==> src/rtl/counter_sweep_ctrl.sv <==
// counter_sweep_ctrl: sequences the 8-bit up/down counter through programmed
// sweeps between a low and a high bound (up, down or ping-pong), with a
// prescaled step rate, hold gate, abort and a one-cycle done pulse.
// Every output is registered and describes the cycle the FSM is in, so the
// step decision for a cycle is made on the edge that enters it.
module counter_sweep_ctrl #(
   parameter int WIDTH = 8,
   parameter int DIV_W = 8
) (
   input  logic             clk,
   input  logic             rst,
   input  logic             start,
   input  logic             abort,
   input  logic             hold,
   input  logic [1:0]       mode,
   input  logic [WIDTH-1:0] lo,
   input  logic [WIDTH-1:0] hi,
   input  logic [3:0]       sweeps,
   input  logic [DIV_W-1:0] div,
   output logic             cnt_load,
   output logic [WIDTH-1:0] cnt_load_val,
   output logic             cnt_up,
   output logic             cnt_down,
   output logic [WIDTH-1:0] pos,
   output logic             dir,
   output logic             busy,
   output logic             done,
   output logic             err
);

   localparam logic [2:0] S_IDLE = 3'd0;
   localparam logic [2:0] S_LOAD = 3'd1;
   localparam logic [2:0] S_RUN  = 3'd2;
   localparam logic [2:0] S_HOLD = 3'd3;
   localparam logic [2:0] S_DONE = 3'd4;

   logic [2:0]       state;
   logic [1:0]       cfg_mode;
   logic [WIDTH-1:0] cfg_lo;
   logic [WIDTH-1:0] cfg_hi;
   logic [3:0]       cfg_sweeps;
   logic [DIV_W-1:0] cfg_div;
   // Prescaler count for the cycle about to be entered.
   logic [DIV_W-1:0] presc;
   logic [3:0]       pass;
   // Final boundary pass is in progress; DONE follows on the next edge.
   logic             fin;

   logic             is_down;
   logic             is_pp;
   logic             at_bound;
   logic [3:0]       pass_inc;
   logic             last_pass;
   logic [WIDTH-1:0] start_bound;

   // Boundary detection and pass bookkeeping derived from the latched config.
   always_comb begin
      is_down     = (cfg_mode == 2'b01);
      is_pp       = (cfg_mode == 2'b10);
      at_bound    = dir ? (pos == cfg_lo) : (pos == cfg_hi);
      pass_inc    = (pass == 4'hF) ? pass : pass + 4'd1;
      last_pass   = (cfg_sweeps != 4'd0) && (pass_inc == cfg_sweeps);
      start_bound = is_down ? cfg_hi : cfg_lo;
   end

   // Sequencer FSM with registered strobes, mirrored position and status.
   always_ff @(posedge clk) begin
      if (rst) begin
         state        <= S_IDLE;
         presc        <= '0;
         pass         <= '0;
         fin          <= 1'b0;
         cnt_load     <= 1'b0;
         cnt_load_val <= '0;
         cnt_up       <= 1'b0;
         cnt_down     <= 1'b0;
         pos          <= '0;
         dir          <= 1'b0;
         busy         <= 1'b0;
         done         <= 1'b0;
         err          <= 1'b0;
      end else begin
         cnt_load <= 1'b0;
         cnt_up   <= 1'b0;
         cnt_down <= 1'b0;
         done     <= 1'b0;
         case (state)
            S_IDLE, S_DONE: begin
               state <= S_IDLE;
               busy  <= 1'b0;
               // abort alongside start suppresses the start.
               if (start && !abort) begin
                  cfg_mode   <= mode;
                  cfg_lo     <= lo;
                  cfg_hi     <= hi;
                  cfg_sweeps <= sweeps;
                  cfg_div    <= div;
                  if (lo > hi) begin
                     err <= 1'b1;
                  end else begin
                     err          <= 1'b0;
                     state        <= S_LOAD;
                     busy         <= 1'b1;
                     cnt_load     <= 1'b1;
                     cnt_load_val <= (mode == 2'b01) ? hi : lo;
                     pos          <= (mode == 2'b01) ? hi : lo;
                     dir          <= (mode == 2'b01);
                     presc        <= '0;
                     pass         <= '0;
                     fin          <= 1'b0;
                  end
               end
            end
            default: begin
               if (abort) begin
                  state <= S_IDLE;
                  busy  <= 1'b0;
                  fin   <= 1'b0;
               end else if (fin) begin
                  state <= S_DONE;
                  busy  <= 1'b0;
                  done  <= 1'b1;
                  fin   <= 1'b0;
               end else if (hold) begin
                  // Prescaler frozen; stepping resumes where it left off.
                  state <= S_HOLD;
               end else begin
                  state <= S_RUN;
                  if (presc != cfg_div) begin
                     presc <= presc + 1'b1;
                  end else begin
                     presc <= '0;
                     if (!at_bound) begin
                        if (dir) begin
                           cnt_down <= 1'b1;
                           pos      <= pos - 1'b1;
                        end else begin
                           cnt_up <= 1'b1;
                           pos    <= pos + 1'b1;
                        end
                     end else begin
                        pass <= pass_inc;
                        if (last_pass) begin
                           fin <= 1'b1;
                        end else if (cfg_lo == cfg_hi) begin
                           // Degenerate range: passes are counted, nothing moves.
                        end else if (is_pp) begin
                           dir <= ~dir;
                           if (dir) begin
                              cnt_up <= 1'b1;
                              pos    <= pos + 1'b1;
                           end else begin
                              cnt_down <= 1'b1;
                              pos      <= pos - 1'b1;
                           end
                        end else begin
                           cnt_load     <= 1'b1;
                           cnt_load_val <= start_bound;
                           pos          <= start_bound;
                        end
                     end
                  end
               end
            end
         endcase
      end
   end

endmodule

==> config.mk <==
export PLATFORM = sky130hd
export DESIGN_NAME = counter_sweep_ctrl
export DESIGN_NICKNAME = d
export VERILOG_FILES = /design/src/rtl/counter_sweep_ctrl.sv
export SDC_FILE = /design/constraint.sdc
export NUM_CORES = 1
export LEC_CHECK = 0
export ABC_AREA = 1
export BUFFER_PORTS_ARGS = -buffer_cell sky130_fd_sc_hd__clkbuf_2
export CAP_MARGIN = 40
export CORE_ASPECT_RATIO = 2
export CORE_UTILIZATION = 50
export CTS_BUF_LIST = sky130_fd_sc_hd__clkbuf_8
export CTS_CLUSTER_SIZE = 40
export DETAILED_ROUTE_END_ITERATION = 8
export PLACE_DENSITY = 0.7
export RECOVER_POWER = 100
export SLEW_MARGIN = 20
export SYNTH_ARGS = -nofsm -noshare
export SYNTH_HDL_FRONTEND = slang
export SYNTH_SLANG_ARGS = --single-unit
==> constraint.sdc <==
create_clock -name clk -period 3.92 [get_ports clk]
set_clock_uncertainty 0.15 [all_clocks]
set_input_delay 0.392 -clock clk [delete_from_list [all_inputs] [get_ports clk]]
set_output_delay 0.392 -clock clk [all_outputs]
set_load 0.01 [all_outputs]
==> qor.csv, run 1 <==
metric;value;unit
cts_tree;built;
slew_violations;0;
post_cts_buffers;0;
period_needed;3.111;ns
holdCritPathClass;in -> reg;
yosysMostFrequentCell;nand2_1;
start_util;0.5133;
insertedDiodeCount;0;
synthSimpleGateAreaFrac;0.3704;
regToRegSetupSlack;0.81;ns
ant_nets;0;
status;completed;
die_area;9599;µm²
grt_first_pass_wirelength;20470;µm
vias_per_cell;5.401;
synth_top_family_by_area;simple AND/OR/NAND/NOR gates;
fin_ws;0.8093;ns
synth-adder-area-share;0.03268;
fin_tns_setup;0;ns
drv_cap;0;
irDropWorstVdd;333.0;µV
crit_family;simple AND/OR/NAND/NOR gates;
critPathKind;reg -> reg;
synthToLayoutAreaGrowth;10.78;%
p_per_area;395.3;nW/µm²
drive_above_1_share;0.08919;
yosys.area.top_type;nand2_1;
syn_area;4594;µm²
first_iter_violations;271;
grt_overflow_total;0;
grt_usage;0.2738;
num_rows;49;
die_y;137.6;µm
synth-xor-area-share;0.02669;
synthesis.nets;731;
period_share;0.7935;
yosys_warnings;0;
num_vias;4548;
cp.required;4.05;ns
rsz0062_at_grt;no;
crit_cells;12;
cts_buffers;9;
tightest_slew;0.7411;ns
synth_top_area_frac;0.1969;
avgSynthCellArea;6.717;µm²
hold_viol;0;
grt_pass1_vias;4457;
setup_violations;0;
endpoint_kind;flip-flop;
synth_mux_area_frac;0;
pre_cts_ws;1.145;ns
slowest_stage;inv_1;
routedWlPerCell;15.24;µm
fmax;0.3215;GHz
io_buffers;57;
holdPathStages;1;
cts_hold_buf;0;
cp-start-kind;flip-flop;
ys_seq_area_frac;0.3617;
worst_path_most_repeated_cell;nand2_1;
grt_max_degree;32;
clock-sinks;68;
yosys-top-cells-area;nand2_1, edfxtp_1, dfxtp_1;
root_buffer;clkbuf_8;
drc;0;
synth_edf_count;30;
postCtsResizedCells;0;
synth_ff_type;dfxtp_1;
power.leakage;2.387;nW
routed_wl;12830;µm
antenna_found_initial;0;
dpl.hpwl;9733;µm
synthCells;684;
ys_ff_latch;68;
crit_buf_inv;3;
cp_max_fo;30;
gp_congestion;0.8742;
slowest_delay;0.42;ns
die_width;69.78;µm
arrival;3.24;ns
htree_num_levels;3;
synth_compound_area_frac;0.1114;
crit_chain;nor2_2 -> buf_4 -> inv_1 -> nand2_1 -> nand2_1 -> a21oi_1 -> nand3_1 -> inv_1 -> nand2_1 -> nand2_1 -> nand2_1 -> nor2_1;
r2r_cells;12;
clockBufferDepth;2;
clk_pin_slew_worst_paths;0.08;ns
ys_types;39;
io_pins;58;
insertion_delay;0.36;ns
core-area;8951;µm²
synthTopCellsByCount;nand2_1, inv_1, nor2_1;
slew_headroom;0.5041;
nNetsFinal;782;
firstDrtPassIters;5;
async_reset_ff_frac;0;
[cell usage in the layout (no fill, tap or decap), types with 2 or more instances in the layout]
master	count
a211oi_1	2
a21oi_1	23
a21oi_2	8
buf_4	5
bufinv_16	4
clkbuf_1	40
clkbuf_2	17
clkbuf_8	9
dfxtp_1	38
edfxtp_1	30
ha_1	12
inv_1	80
inv_2	3
nand2_1	244
nand2_2	2
nand2_4	2
nand3_1	52
nand4_1	12
nor2_1	60
nor2_2	5
nor2_4	2
nor3_1	6
o211ai_1	9
o21ai_0	38
o21ai_1	7
or2_2	5
xnor2_1	8
xor2_1	6
[area by class of cell]
class / instances / area (µm²)
fillers: 886 / 3861
clock inverters: 7 / 138.9
flip-flops and latches: 68 / 1662
inverters: 84 / 320.3
well taps: 102 / 127.6
clock buffers: 9 / 123.9
repair buffers: 62 / 272.8
multi-input cells: 510 / 2445
[kinds of logic after synthesis]
logic type / after synthesis
buf+inv: 106
compound gates: 89
xor+xnor: 14
simple gates: 395
fa+ha+maj: 12
flops: 68
[path summary, 6_finish.rpt]
check | startpoint | to
worst max-delay path | state[1] | pos[5]
worst min-delay path | sweeps[1] | cfg_sweeps[1]
worst max register to register | state[1] | pos[5]
worst min register to register | busy | busy
[through the flow]
stage	area, µm²	power [mW]	utilization	cells	hold WS, ns
finish	5090	2.012	0.5686	842	0.06125
global route	5090	2.112	0.5686	842	0.05433
CTS	5184	2.034	0.5791	842	0.05612
detailed placement	4921	1.275	0.5498	826	0.2960
global placement	4913	1.263	0.5489	825	0.2918
floorplan	4594	1.146	-	684	0.2971
[per-layer routing]
layer / wire, µm / share of wire / global-route usage
met1: 4520 / 0.35 / 0.2585
met2: 7181 / 0.56 / 0.5304
met3: 380 / 0.030 / 0.02999
met4: 750 / 0.058 / 0.2022
met5: 0 / 0 / 0
[report_power, final]
group / leakage (nW) / switching, mW / internal, mW
Combinational: 1.67 / 0.288 / 0.143
Sequential: 0.584 / 0.0415 / 0.776
Clock: 0.135 / 0.278 / 0.486
[registers in the layout (all words and copies together) (netlist names), 2 cells and up]
signal / flops
pos: 8
state: 2
presc: 8
cnt_load_val: 8
cfg_sweeps: 4
cfg_mode: 2
pass: 4
cfg_div: 8
cfg_hi: 8
cfg_lo: 8
Note: power is estimated with default switching activity, not from simulation.
==> run 2, diff against run 1 <==
==> constraint.sdc (replaced) <==
create_clock -name clk -period 2.9 [get_ports clk]
set_clock_uncertainty 0.15 [all_clocks]
set_input_delay 0.29 -clock clk [delete_from_list [all_inputs] [get_ports clk]]
set_output_delay 0.29 -clock clk [all_outputs]
set_load 0.01 [all_outputs]
==> qor.csv, run 2 (same netlist as run 1, synthesis figures left out) <==
metric;value;unit
status;finished, violations left;
violations;DRC;
crit_chain;buf_4 -> nand2_1 -> nand2_2 -> xor2_1 -> nand2_1 -> nor2_1 -> nand2_1 -> nor2_2 -> nand2_4 -> nand2_4 -> nand2_1 -> nand2_1 -> nor2_1;
ant_nets;0;
num_rows;49;
p_sw_frac;0.2997;
grt_pass1_vias;4388;
synthToLayoutAreaGrowth;17.76;%
seqPwrFrac;0.398;
power;2.757;mW
nNetsFinal;814;
pre_cts_ws;0.5052;ns
root_buffer;clkbuf_8;
p_per_area;509.6;nW/µm²
p_int;1.931;mW
drv_cap;0;
cp_max_fo;31;
die_area;9599;µm²
insertedDiodeCount;0;
power.leakage;2.531;nW
drc;1;
clock-sinks;68;
gp_congestion;0.9234;
irDropWorstVdd;580.6;µV
start_util;0.5133;
grt_usage;0.2743;
cp.required;3.01;ns
grt_max_degree;32;
utilization;0.6044;
die_y;137.6;µm
clk_pin_slew_worst_paths;0.07;ns
slowest_delay;0.35;ns
fin_tns_setup;0;ns
fin_ws;0.2473;ns
hold_viol;0;
final_common_cell;nand2_1;
cts_buffers;9;
period_share;0.9147;
tightest_slew;0.6672;ns
layout_common_cells;nand2_1, inv_1, nor2_1, nand3_1;
holdCritPathClass;in -> reg;
fmax;0.3770;GHz
antenna_found_initial;0;
io_pins;58;
dpl.hpwl;9734;µm
routedWlPerCell;14.57;µm
crit_buf_inv;1;
htree_num_levels;3;
worst_path_most_repeated_cell;nand2_1;
p_switching;0.8264;mW
endpoint_kind;flip-flop;
num_vias;4583;
power.clock.fraction;0.373;
period_needed;2.653;ns
die_width;69.78;µm
slew_headroom;0.5547;
routed_wl;12740;µm
first_iter_violations;292;
core-area;8951;µm²
drive_above_1_share;0.09974;
vias_per_cell;5.244;
cts_tree;built;
insertion_delay;0.36;ns
io_buffers;57;
arrival;2.76;ns
cp-start-kind;flip-flop;
comb_power_share;0.230;
firstDrtPassIters;7;
grt_overflow_total;0;
grt_first_pass_wirelength;20110;µm
rsz0062_at_grt;no;
slowest_stage;nor2_2;
slew_violations;0;
clockBufferDepth;2;
critPathKind;reg -> reg;
crit_family;simple AND/OR/NAND/NOR gates;
setup_violations;0;
post_cts_buffers;0;
-- run 2: cell types whose count changed in the layout (fill, tap and decap cells not counted), sizes merged --
cell	before	now
buf	5	6
clkbuf	66	70
clkinvlp	0	1
dlygate4sd3	0	27
inv	85	84
-- run 2: layer usage --
| layer | wire length (µm) | global-route usage | vias to the layer above |
|---|---|---|---|
| li1 | - | - | 2356 |
| met1 | 4337 | 0.2407 | 2063 |
| met2 | 7180 | 0.5481 | 115 |
| met3 | 400 | 0.03438 | 49 |
| met4 | 818 | 0.2044 | 0 |
| met5 | 0 | 0 | - |
-- run 2: final cells by class --
cell class                 count  area, µm²
fill                         843       3541
inverter                      84      320.3
clock buffer                   9      123.9
tap                          102      127.6
sequential                    68       1662
clock inverter                 7      140.1
multi-input combinational    510       2461
timing repair buffer          94      575.6
-- run 2: power by group through the flow --
stage                     combinational (mW)  sequential [mW]  clock (mW)
after global placement                 0.603             1.12           0
after floorplan                        0.434             1.12           0
final                                  0.633             1.10        1.03
after global routing                   0.710             1.10        1.07
after CTS                              0.645             1.10        1.04
after detailed placement               0.614             1.12           0
-- run 2: repair_timing --
item | in CTS | in global routing
setup endpoints to repair | 0 | 2
hold buffers | 26 | 1
endpoints found under the hold margin | 26 | 1
gates resized for setup | 0 | 1
-- run 2: final timing paths --
path / start / slack [ns] / end / cells after the start
worst min register to register: busy / 0.31 / busy / 2
worst max-delay path: dir / 0.25 / pos[4] / 13
worst min-delay path: hold / 0.03 / state[0] / 3
worst max register to register: dir / 0.25 / pos[4] / 13
-- run 2: metrics by stage --
step                hold WS [ns]  area (µm²)  instances
global route             0.03857        5410        874
CTS                     0.004831        5483        873
global placement          0.2918        4959        831
detailed placement        0.2998        4959        831
floorplan                 0.2180        4594        684
finish                   0.03451        5410        874
-- run 2: worst register-to-register path, stage by stage, from the launching register on --
cell and delay [ns]:
dfxtp_1 0.34, buf_4 0.33, nand2_1 0.13, nand2_2 0.11
xor2_1 0.16, nand2_1 0.07, nor2_1 0.10, nand2_1 0.31
nor2_2 0.36, nand2_4 0.15, nand2_4 0.14, nand2_1 0.09
nand2_1 0.06, nor2_1 0.05
